--- src/rtl/ysyx_23060042_idu_pkg.sv ---
// Shared types for the RV32 decode stage: opcodes, immediate formats, ALU
// operations and the decoded bundle carried through the two-entry buffer.
package ysyx_23060042_idu_pkg;

    // Widest PC the bundle can carry; the stage zero-extends and truncates to PC_W.
    localparam int PC_STORE_W = 64;

    localparam logic [6:0] OPC_LUI    = 7'b0110111;
    localparam logic [6:0] OPC_AUIPC  = 7'b0010111;
    localparam logic [6:0] OPC_JAL    = 7'b1101111;
    localparam logic [6:0] OPC_JALR   = 7'b1100111;
    localparam logic [6:0] OPC_BRANCH = 7'b1100011;
    localparam logic [6:0] OPC_LOAD   = 7'b0000011;
    localparam logic [6:0] OPC_STORE  = 7'b0100011;
    localparam logic [6:0] OPC_OP_IMM = 7'b0010011;
    localparam logic [6:0] OPC_OP     = 7'b0110011;
    localparam logic [6:0] OPC_SYSTEM = 7'b1110011;

    localparam logic [31:0] INST_ECALL  = 32'h0000_0073;
    localparam logic [31:0] INST_EBREAK = 32'h0010_0073;

    typedef enum logic [2:0] {IMM_R, IMM_I, IMM_S, IMM_B, IMM_U, IMM_J} imm_type_e;

    typedef enum logic [3:0] {
        ALU_ADD, ALU_SUB, ALU_SLL, ALU_SLT, ALU_SLTU, ALU_XOR, ALU_SRL, ALU_SRA,
        ALU_OR, ALU_AND, ALU_MUL, ALU_MULH, ALU_DIV, ALU_DIVU, ALU_REM, ALU_REMU
    } aluop_e;

    typedef struct packed {
        logic [PC_STORE_W-1:0] pc;
        logic [6:0]            opcode;
        logic [2:0]            func3;
        logic [4:0]            rs1;
        logic [4:0]            rs2;
        logic [4:0]            rd;
        logic [31:0]           imm;
        logic                  regen;
        logic                  pcjen;
        logic                  pcren;
        logic [1:0]            mwen;
        logic [1:0]            mren;
        aluop_e                aluop;
        logic                  jalen;
        logic                  brken;
        logic                  illegal;
    } dec_bundle_t;

    // alt selects SUB/SRA (funct7 bit 5) for the funct3 codes that have them.
    function automatic aluop_e alu_base(input logic [2:0] f3, input logic alt);
        case (f3)
            3'b000:  return alt ? ALU_SUB : ALU_ADD;
            3'b001:  return ALU_SLL;
            3'b010:  return ALU_SLT;
            3'b011:  return ALU_SLTU;
            3'b100:  return ALU_XOR;
            3'b101:  return alt ? ALU_SRA : ALU_SRL;
            3'b110:  return ALU_OR;
            default: return ALU_AND;
        endcase
    endfunction

endpackage

--- src/rtl/ysyx_23060042_idu_dec.sv ---
// Combinational RV32I/E (+ optional M) decoder producing the full bundle
// except the PC, with illegal-instruction detection and side-effect masking.
module ysyx_23060042_idu_dec
    import ysyx_23060042_idu_pkg::*;
#(
    parameter int NR_REG = 32,
    parameter bit HAS_M  = 1'b0
) (
    input  logic [31:0] inst,
    output dec_bundle_t dec
);
    logic [6:0] op;
    logic [6:0] f7;
    logic [2:0] f3;
    imm_type_e  itype;
    logic       legal;
    logic       use_rs1;
    logic       use_rs2;
    logic       use_rd;
    logic       reg_hi;

    assign op = inst[6:0];
    assign f3 = inst[14:12];
    assign f7 = inst[31:25];

    always_comb begin
        dec        = '0;
        dec.opcode = op;
        dec.func3  = f3;
        dec.rs1    = inst[19:15];
        dec.rs2    = inst[24:20];
        dec.rd     = inst[11:7];
        itype      = IMM_R;
        legal      = 1'b0;

        case (op)
            OPC_LUI:    begin itype = IMM_U; legal = 1'b1; dec.regen = 1'b1; end
            OPC_AUIPC:  begin itype = IMM_U; legal = 1'b1; dec.regen = 1'b1; dec.pcren = 1'b1; end
            OPC_JAL: begin
                itype = IMM_J; legal = 1'b1;
                dec.regen = 1'b1; dec.pcjen = 1'b1; dec.pcren = 1'b1;
            end
            OPC_JALR: begin
                itype = IMM_I; legal = (f3 == 3'b000);
                dec.regen = 1'b1; dec.pcjen = 1'b1;
            end
            OPC_BRANCH: begin
                itype = IMM_B; legal = (f3[2:1] != 2'b01);
                dec.pcjen = 1'b1; dec.pcren = 1'b1;
                dec.aluop = f3[2] ? (f3[1] ? ALU_SLTU : ALU_SLT) : ALU_SUB;
            end
            OPC_LOAD: begin
                itype = IMM_I; legal = (f3[1:0] != 2'b11) && (f3 != 3'b110);
                dec.regen = 1'b1; dec.mren = f3[1:0] + 2'd1;
            end
            OPC_STORE: begin
                itype = IMM_S; legal = !f3[2] && (f3[1:0] != 2'b11);
                dec.mwen = f3[1:0] + 2'd1;
            end
            OPC_OP_IMM: begin
                itype = IMM_I; dec.regen = 1'b1;
                if (f3 == 3'b001)      legal = (f7 == 7'b0000000);
                else if (f3 == 3'b101) legal = (f7 == 7'b0000000) || (f7 == 7'b0100000);
                else                   legal = 1'b1;
                dec.aluop = alu_base(f3, (f3 == 3'b101) && f7[5]);
            end
            OPC_OP: begin
                itype = IMM_R; dec.regen = 1'b1;
                if (f7 == 7'b0000001) begin
                    legal = HAS_M;
                    case (f3)
                        3'b000:  dec.aluop = ALU_MUL;
                        3'b100:  dec.aluop = ALU_DIV;
                        3'b101:  dec.aluop = ALU_DIVU;
                        3'b110:  dec.aluop = ALU_REM;
                        3'b111:  dec.aluop = ALU_REMU;
                        default: dec.aluop = ALU_MULH;  // MULH/MULHSU/MULHU, told apart by func3
                    endcase
                end else begin
                    legal = (f7 == 7'b0000000) ||
                            ((f7 == 7'b0100000) && ((f3 == 3'b000) || (f3 == 3'b101)));
                    dec.aluop = alu_base(f3, f7[5]);
                end
            end
            OPC_SYSTEM: begin
                itype = IMM_I;
                legal = (inst == INST_ECALL) || (inst == INST_EBREAK);
                dec.brken = (inst == INST_EBREAK);
            end
            default: legal = 1'b0;
        endcase

        // RV32E: only x0..x15 exist, so bit 4 of any field the format reads must be 0.
        use_rs1 = (itype == IMM_R) || (itype == IMM_I) || (itype == IMM_S) || (itype == IMM_B);
        use_rs2 = (itype == IMM_R) || (itype == IMM_S) || (itype == IMM_B);
        use_rd  = (itype == IMM_R) || (itype == IMM_I) || (itype == IMM_U) || (itype == IMM_J);
        reg_hi  = (use_rs1 && inst[19]) || (use_rs2 && inst[24]) || (use_rd && inst[11]);
        if ((NR_REG == 16) && reg_hi) legal = 1'b0;

        case (itype)
            IMM_I:   dec.imm = {{20{inst[31]}}, inst[31:20]};
            IMM_S:   dec.imm = {{20{inst[31]}}, inst[31:25], inst[11:7]};
            IMM_B:   dec.imm = {{20{inst[31]}}, inst[7], inst[30:25], inst[11:8], 1'b0};
            IMM_U:   dec.imm = {inst[31:12], 12'b0};
            IMM_J:   dec.imm = {{12{inst[31]}}, inst[19:12], inst[20], inst[30:21], 1'b0};
            default: dec.imm = '0;
        endcase

        if (!legal) begin
            dec.regen = 1'b0;
            dec.pcjen = 1'b0;
            dec.mwen  = 2'b00;
            dec.mren  = 2'b00;
            dec.brken = 1'b0;
            dec.aluop = ALU_ADD;
        end
        dec.illegal = !legal;
        dec.jalen   = dec.regen & dec.pcjen;
    end

endmodule

--- src/rtl/ysyx_23060042_idu_stage.sv ---
// Registered decode stage: decoder in front of a HEAD/SKID buffer so that
// in_ready is a flop and one extra accept is absorbed when out_ready drops.
module ysyx_23060042_idu_stage
    import ysyx_23060042_idu_pkg::*;
#(
    parameter int NR_REG = 32,
    parameter bit HAS_M  = 1'b0,
    parameter int PC_W   = 32
) (
    input  logic            clk,
    input  logic            rst,
    input  logic            flush,
    input  logic            in_valid,
    output logic            in_ready,
    input  logic [31:0]     in_inst,
    input  logic [PC_W-1:0] in_pc,
    output logic            out_valid,
    input  logic            out_ready,
    output logic [PC_W-1:0] out_pc,
    output logic [6:0]      opcode,
    output logic [2:0]      func3,
    output logic [4:0]      rs1,
    output logic [4:0]      rs2,
    output logic [4:0]      rd,
    output logic [31:0]     imm,
    output logic            regen,
    output logic            pcjen,
    output logic            pcren,
    output logic [1:0]      mwen,
    output logic [1:0]      mren,
    output logic [3:0]      aluop,
    output logic            jalen,
    output logic            brken,
    output logic            illegal
);
    typedef enum logic [1:0] {BUF_EMPTY, BUF_ONE, BUF_FULL} buf_state_e;

    buf_state_e  state;
    buf_state_e  state_next;
    dec_bundle_t dec;
    dec_bundle_t incoming;
    dec_bundle_t head;
    dec_bundle_t skid;
    logic        ready_q;
    logic        accept;
    logic        pop;

    ysyx_23060042_idu_dec #(.NR_REG(NR_REG), .HAS_M(HAS_M)) u_dec (
        .inst (in_inst),
        .dec  (dec)
    );

    always_comb begin
        incoming    = dec;
        incoming.pc = PC_STORE_W'(in_pc);
    end

    assign accept = in_valid & ready_q;
    assign pop    = (state != BUF_EMPTY) & out_ready;

    always_comb begin
        state_next = state;
        if (flush) begin
            state_next = BUF_EMPTY;
        end else begin
            case (state)
                BUF_EMPTY: if (accept) state_next = BUF_ONE;
                BUF_ONE: begin
                    if (accept && !pop)      state_next = BUF_FULL;
                    else if (!accept && pop) state_next = BUF_EMPTY;
                end
                BUF_FULL:  if (pop) state_next = BUF_ONE;
                default:   state_next = BUF_EMPTY;
            endcase
        end
    end

    always_ff @(posedge clk) begin
        if (rst) begin
            state   <= BUF_EMPTY;
            ready_q <= 1'b1;
        end else begin
            state   <= state_next;
            ready_q <= (state_next != BUF_FULL);
        end
    end

    // HEAD is cleared on reset because every output is driven straight from it.
    always_ff @(posedge clk) begin
        if (rst) begin
            head <= '0;
        end else if (!flush) begin
            case (state)
                BUF_EMPTY: if (accept) head <= incoming;
                BUF_ONE:   if (accept && pop) head <= incoming;
                BUF_FULL:  if (pop) head <= skid;
                default:   ;
            endcase
        end
    end

    always_ff @(posedge clk) begin
        if ((state == BUF_ONE) && accept && !pop) skid <= incoming;
    end

    assign in_ready  = ready_q;
    assign out_valid = (state != BUF_EMPTY);
    assign out_pc    = head.pc[PC_W-1:0];
    assign opcode    = head.opcode;
    assign func3     = head.func3;
    assign rs1       = head.rs1;
    assign rs2       = head.rs2;
    assign rd        = head.rd;
    assign imm       = head.imm;
    assign regen     = head.regen;
    assign pcjen     = head.pcjen;
    assign pcren     = head.pcren;
    assign mwen      = head.mwen;
    assign mren      = head.mren;
    assign aluop     = head.aluop;
    assign jalen     = head.jalen;
    assign brken     = head.brken;
    assign illegal   = head.illegal;

endmodule

--- config.mk ---
export PLATFORM = sky130hd
export DESIGN_NAME = ysyx_23060042_idu_stage
export DESIGN_NICKNAME = d
export VERILOG_FILES = /design/src/rtl/ysyx_23060042_idu_pkg.sv /design/src/rtl/ysyx_23060042_idu_dec.sv /design/src/rtl/ysyx_23060042_idu_stage.sv
export SDC_FILE = /design/constraint.sdc
export NUM_CORES = 1
export LEC_CHECK = 0
export BUFFER_PORTS_ARGS = -buffer_cell sky130_fd_sc_hd__buf_4
export CAP_MARGIN = 10
export CORE_MARGIN = 2
export CORE_UTILIZATION = 39
export DETAILED_ROUTE_END_ITERATION = 8
export PLACE_DENSITY = 0.67
export SLEW_MARGIN = 20
export SYNTH_ARGS = -nofsm -noshare
export SYNTH_HDL_FRONTEND = slang
export SYNTH_SLANG_ARGS = --single-unit
--- constraint.sdc ---
create_clock -name clk -period 11.7 [get_ports clk]
set_input_delay 2.34 -clock clk [delete_from_list [all_inputs] [get_ports clk]]
set_output_delay 2.34 -clock clk [all_outputs]
set_load 0.01 [all_outputs]
# Word level (Yosys, flattened, before mapping)

Index checks and enable logic that the tools add are counted.

Add/sub/neg operators: 1
Eq/ne operators: 35
Muxes and demuxes: 36
Bitwise gates (word level): 4
Reductions and logical operators: 29

Operator list:

| cell                                            | count |
|---|---|
| 2-to-1 mux 103 bit                              | 3 |
| case mux 103 bit (3 select lines)               | 1 |
| case mux 32 bit (5 select lines)                | 1 |
| case mux 4 bit (7 select lines)                 | 2 |
| == test 32 x 21 -> 1 bit, second input constant | 1 |
| == test 32 x 7 -> 1 bit, second input constant  | 1 |
| case mux 3 bit (5 select lines)                 | 2 |
| == test 7 x 6 -> 1 bit, second input constant   | 4 |
| == test 7 bit, second input constant            | 4 |
| == test 3 bit, second input constant            | 6 |
| 2-to-1 mux 2 bit                                | 8 |
| == test 7 x 5 -> 1 bit, second input constant   | 2 |
| == test 3 x 2 -> 1 bit, second input constant   | 4 |
| 2-to-1 mux 1 bit                                | 12 |
| case mux 4 bit (3 select lines)                 | 1 |
| inequality test 2 bit, second input constant    | 5 |
| logical AND 1 bit                               | 9 |
| OR reduction 3 bit                              | 3 |
| 2-to-1 mux 4 bit                                | 2 |
| 2-to-1 mux 8 bit                                | 1 |
| case mux 1 bit (8 select lines)                 | 1 |
| == test 7 x 1 -> 1 bit, second input constant   | 1 |
| == test 7 x 2 -> 1 bit, second input constant   | 1 |
| logical NOT 7 bit                               | 1 |
| other kinds (20)                                | 29 |

Register bits after elaboration: 209
Word-level logic and storage cells: 139

# Logic depth before layout (Yosys ltp)

Word-level depth: 10
Gate-level depth with buffers: 9
Gate-level depth less buffers: 8

# Cells and area by module

Synthesis repeated with hierarchy kept, for this count alone.

Cells, all modules: 857
Area total of the unflattened synthesis: 9623.0 um^2

Modules (own cells, without submodules):

| module                  | times used | cells each | area an instance (um^2) | seq. area each (um^2) |
|---|---|---|---|---|
| ysyx_23060042_idu_stage | 1          | 580        | 7753.7                  | 5215.0 |
| ysyx_23060042_idu_dec   | 1          | 277        | 1869.3                  | 0.0 |

# Worst setup path after synthesis

OpenSTA, ideal clock, no wires.

Path type: in2reg
Start point: in out_ready
End point: reg skid[0] (netlist bit) (enable)
Library setup time: 691 ps
Arrival time: 9483 ps
Required time: 11009 ps
Path slack: 1526 ps
Stages on the path: 2
Path through: nand2b_1 > nor3_1

Word-level cells in the longest chain between the ends: 3

Ends and longest elaborated chain:

| element              | RTL line                       | source |
|---|---|---|
| from (decl)          | ysyx_23060042_idu_stage.sv:18  | `input logic out_ready,` |
| AND 1 bit            | ysyx_23060042_idu_stage.sv:59  | `assign pop = (state != BUF_EMPTY) & out_ready;` |
| logical NOT 1 bit    | ysyx_23060042_idu_stage.sv:103 | `if ((state == BUF_ONE) && accept && !pop) skid <= incoming;` |
| logical AND 1 bit    | ysyx_23060042_idu_stage.sv:103 |  |
| to (signal assigned) | ysyx_23060042_idu_stage.sv:103 |  |
| to (decl)            | ysyx_23060042_idu_stage.sv:43  | `dec_bundle_t skid;` |

Every way passes these cells.
A chain may end at the register's enable or synchronous reset.

# Worst setup path in the final report

Start point: in out_ready
End point: reg head, in the netlist aluop[1]

Word-level cells in the longest chain between the ends: 4
Elaborated cells on any way between the ends: 5
Those cells by class: 2 x eq/ne; 1 x bitwise; 2 x reduce/logical

Ends and longest elaborated chain:

| element                           | RTL line                      | source |
|---|---|---|
| AND 1 bit (*)                     | ysyx_23060042_idu_stage.sv:59 |  |
| logical AND 1 bit                 | ysyx_23060042_idu_stage.sv:95 | `BUF_ONE: if (accept && pop) head <= incoming;` |
| inequality test 2 bit (no line)   | -                             |  |
| AND reduction 5 bit (no line) (*) | -                             |  |
| to (signal assigned)              | ysyx_23060042_idu_stage.sv:94 | `BUF_EMPTY: if (accept) head <= incoming;` |
| to (signal assigned)              | ysyx_23060042_idu_stage.sv:95 |  |
| to (signal assigned)              | ysyx_23060042_idu_stage.sv:96 | `BUF_FULL: if (pop) head <= skid;` |
| to (decl)                         | ysyx_23060042_idu_stage.sv:42 | `dec_bundle_t head;` |

Mark *: on every way between the ends. The rest lies on a longest branch, timed or not.

==> impl_metrics.tcl <==
set metrics [dict create \
    status "complete, no violations" \
    cts_tree "yes" \
    pwr-share-seq 0.479 \
    nets 1090 \
    utilization 0.490 \
    start_kind "input pin" \
    yosysWarningCount 0 \
    hold_path_class "flop to flop" \
    criticalPathCategory "input pin to flop" \
    slew_headroom 0.275 \
    route.detailed.drc 0 \
    fill_cells 2115 \
    seq_area_frac_synth 0.588 \
    slew_violations 0 \
    crit_top_cell "buf_4" \
    synthArstFlopShare 0 \
    synthDistinctLibCells 63 \
    synth-seq-cells 209 \
    setup_violations 0 \
    wl_um 23900 \
    tightest_slew_ps 1090 \
    fp.dieArea_sq_mm 0.0240 \
    seq_area_sq_mm 0.00522 \
    synth_edf_count 103 \
    cp_max_fo 95 \
    clk_pin_slew_ps 60 \
    crit_slowest_cell "buf_4" \
    hpwl_um 14900 \
    rsz0062_at_grt "no" \
    comb_power_share 0.097 \
    critPathTopFamily "buffers and inverters" \
    antenna_found_initial 0 \
    numCtsBuffers 24 \
    drt_iter0_drc 584 \
    finalWorstSetupSlack_ps 7280 \
    required_ps 12150 \
    syn_area_sq_mm 0.00888 \
    cp_num_buf_inv 2 \
    path_cells "buf_4 -> nand2b_1 -> nand2_1 -> a21oi_4 -> buf_4 -> nor2_1 -> or4_1 -> o21ai_1" \
    end_kind "flop" \
    grt_pass1_wl_um 37500 \
    sw_frac_of_total 0.234 \
    routedWlPerCell_um 18.2 \
    avgSynthCellArea_sq_um 10.0 \
    io_buffer_count 173 \
    pre_cts_ws_ps 6810 \
    powerDensity_mw_per_mm2 152 \
    hold_viol 0 \
    cts_setup_buffers 0 \
    power_leakage_nw 4.37 \
    via_per_inst 5.54 \
    die_w_um 155 \
    grt_pass1_vias 6804 \
    ir_worst_vdd_uv 110 \
    ios 174 \
    clkPwrFrac 0.424 \
    vias 7296 \
    start_util 0.394 \
    ant_nets 0 \
    synth_ff_type "dfxtp_1" \
    cp.arrival_ps 4870 \
    firstDrtPassIters 4 \
    dieHeight_um 155 \
    row_count 55 \
    setup_tns_ps 0 \
    maxCapViolations 0 \
    p_int_mw 1.29 \
    gp_congestion 0.895 \
    syn_inst 885 \
    antenna_cells 0 \
    track_usage 0.193 \
    syn2layout_area_growth_pct 24.3 \
    cts-htree-levels 1 \
    core_sq_mm 0.0225 \
    switching_power_mw 0.392 \
    multi_input_area_sq_mm 0.00333 \
    cts_max_path_buffers 3 \
    clkSinkCount 209 \
    clock-skew-final_ps 19.2 \
    clock.fmax_mhz 226 \
    root_buffer "clkbuf_16" \
    period_minus_slack_ps 4420 \
    slowest_delay_ps 840 \
    synth_nets 958 \
    clk_latency_ps 510 \
    fin_crit_sh 0.378 \
    grt_max_degree 96 \
    grt.overflow.total 0 \
    hold_buffers 0 \
    cts-resized-gates 0 \
    drive_above_1_share 0.222 \
]
## per-stage QoR
step	instances	area [sq um]	hold WS, ps	total power, mW
after floorplan	885	8880	476	0.902
after global placement	1276	10300	444	0.979
after detailed placement	1276	10300	447	0.983
after CTS	1318	11000	455	1.69
after global routing	1318	11000	495	1.74
final	1318	11000	456	1.68
## final timing paths
path	start	endpoint	slack [ps]	depth (start not counted)
worst min-delay path	imm[0]	imm[0]	460	2
worst min register to register	imm[0]	imm[0]	460	2
worst max register to register	state[1]	aluop[1]	8010	7
worst max-delay path	out_ready	aluop[1]	7280	8
## cells by family after synthesis
| family | count (synthesis) | share of synthesized area |
|---|---|---|
| xor gates and xnor gates | 3 | 0.00296 |
| adders and majority gates | 4 | 0.00564 |
| AOI/OAI and AO/OA | 215 | 0.180 |
| and+or+nand+nor | 370 | 0.182 |
| buffers and inverters | 83 | 0.0402 |
| DFF | 209 | 0.588 |
| muxes | 1 | 0.00113 |
## routing by layer
metal / global-route usage / wire (um) / up-vias
li1: - / - / 3492
met1: 0.273 / 10800 / 3479
met2: 0.306 / 11000 / 280
met3: 0.0290 / 1500 / 45
met4: 0.0613 / 663 / 0
met5: 0 / 0 / -
## cells in the mapped netlist (3+ instances only)
cell | instances | share of area
a21o_1 | 12 | 0.010
a21oi_1 | 21 | 0.012
buf_2 | 18 | 0.010
ha_1 | 4 | 0.0056
clkbuf_1 | 53 | 0.022
o21bai_1 | 3 | 0.0025
edfxtp_1 | 103 | 0.35
nor2b_1 | 7 | 0.0049
o2111ai_1 | 3 | 0.0030
nand3_1 | 17 | 0.0096
a221oi_1 | 11 | 0.011
nor4_1 | 5 | 0.0035
o21ai_0 | 37 | 0.021
nand2_1 | 193 | 0.082
nor3_1 | 8 | 0.0045
inv_1 | 8 | 0.0034
o22ai_1 | 4 | 0.0028
or3_1 | 8 | 0.0056
a2bb2oi_1 | 9 | 0.0089
a31oi_1 | 6 | 0.0042
a211o_1 | 3 | 0.0030
nor2_1 | 96 | 0.041
and2_1 | 7 | 0.0049
buf_6 | 3 | 0.0038
or4_1 | 5 | 0.0042
a211oi_1 | 18 | 0.015
dfxtp_1 | 106 | 0.24
o211ai_1 | 5 | 0.0042
nand2b_1 | 5 | 0.0035
a311oi_1 | 64 | 0.063
## state kept, by name, indices dropped and copies added (netlist names), 2 cells and up
| register | flops |
|---|---|
| opcode | 7 |
| rd | 5 |
| func3 | 3 |
| rs1 | 5 |
| mren | 2 |
| rs2 | 5 |
| skid | 103 |
| imm | 32 |
| aluop | 4 |
| state | 2 |
| out_pc | 32 |
| mwen | 2 |
## final cells by class
| class | count | area share |
|---|---|---|
| Clock buffer | 35 | 0.0619 |
| Clock inverter | 7 | 0.00533 |
| Inverter | 8 | 0.00272 |
| Multi-Input combinational cell | 593 | 0.302 |
| Sequential cell | 209 | 0.473 |
| Tap cell | 285 | 0.0323 |
| Timing Repair Buffer | 181 | 0.123 |
## worst register-to-register path: stages (launching register included)
cell and delay (ps):
dfxtp_1 470, nor2b_4 710, nand2_1 260, a21oi_4 620, buf_4 840, nor2_1 180, or4_1 420, o21ai_1 110
## layout by cell type (no fill, tap or decap), drive strengths merged, types with 4 or more instances in the layout
cell type / netlist / routed
nand2: 193 / 193
buf: 22 / 181
dfxtp: 106 / 106
edfxtp: 103 / 103
nor2: 97 / 97
a311oi: 64 / 64
o21ai: 39 / 39
clkbuf: 53 / 35
a21oi: 23 / 23
a211oi: 18 / 18
nand3: 17 / 17
a21o: 12 / 12
a221oi: 12 / 12
nor3: 10 / 10
a2bb2oi: 9 / 9
or3: 9 / 9
inv: 8 / 8
and2: 7 / 7
nor2b: 7 / 7
a31oi: 6 / 6
clkinv: 0 / 6
o211ai: 5 / 5
or4: 5 / 5
nor4: 5 / 5
nand2b: 5 / 5
o22ai: 4 / 4
ha: 4 / 4
## power by group through the flow
stage | combinational [mW] | clock (mW) | sequential, mW
3_3_place_gp | 0.160 | 0 | 0.819
4_1_cts | 0.163 | 0.726 | 0.804
2_1_floorplan | 0.0741 | 0 | 0.828
3_5_place_dp | 0.163 | 0 | 0.820
6_report | 0.163 | 0.711 | 0.804
5_1_grt | 0.180 | 0.755 | 0.806
Power figures use the tool's default switching activity.
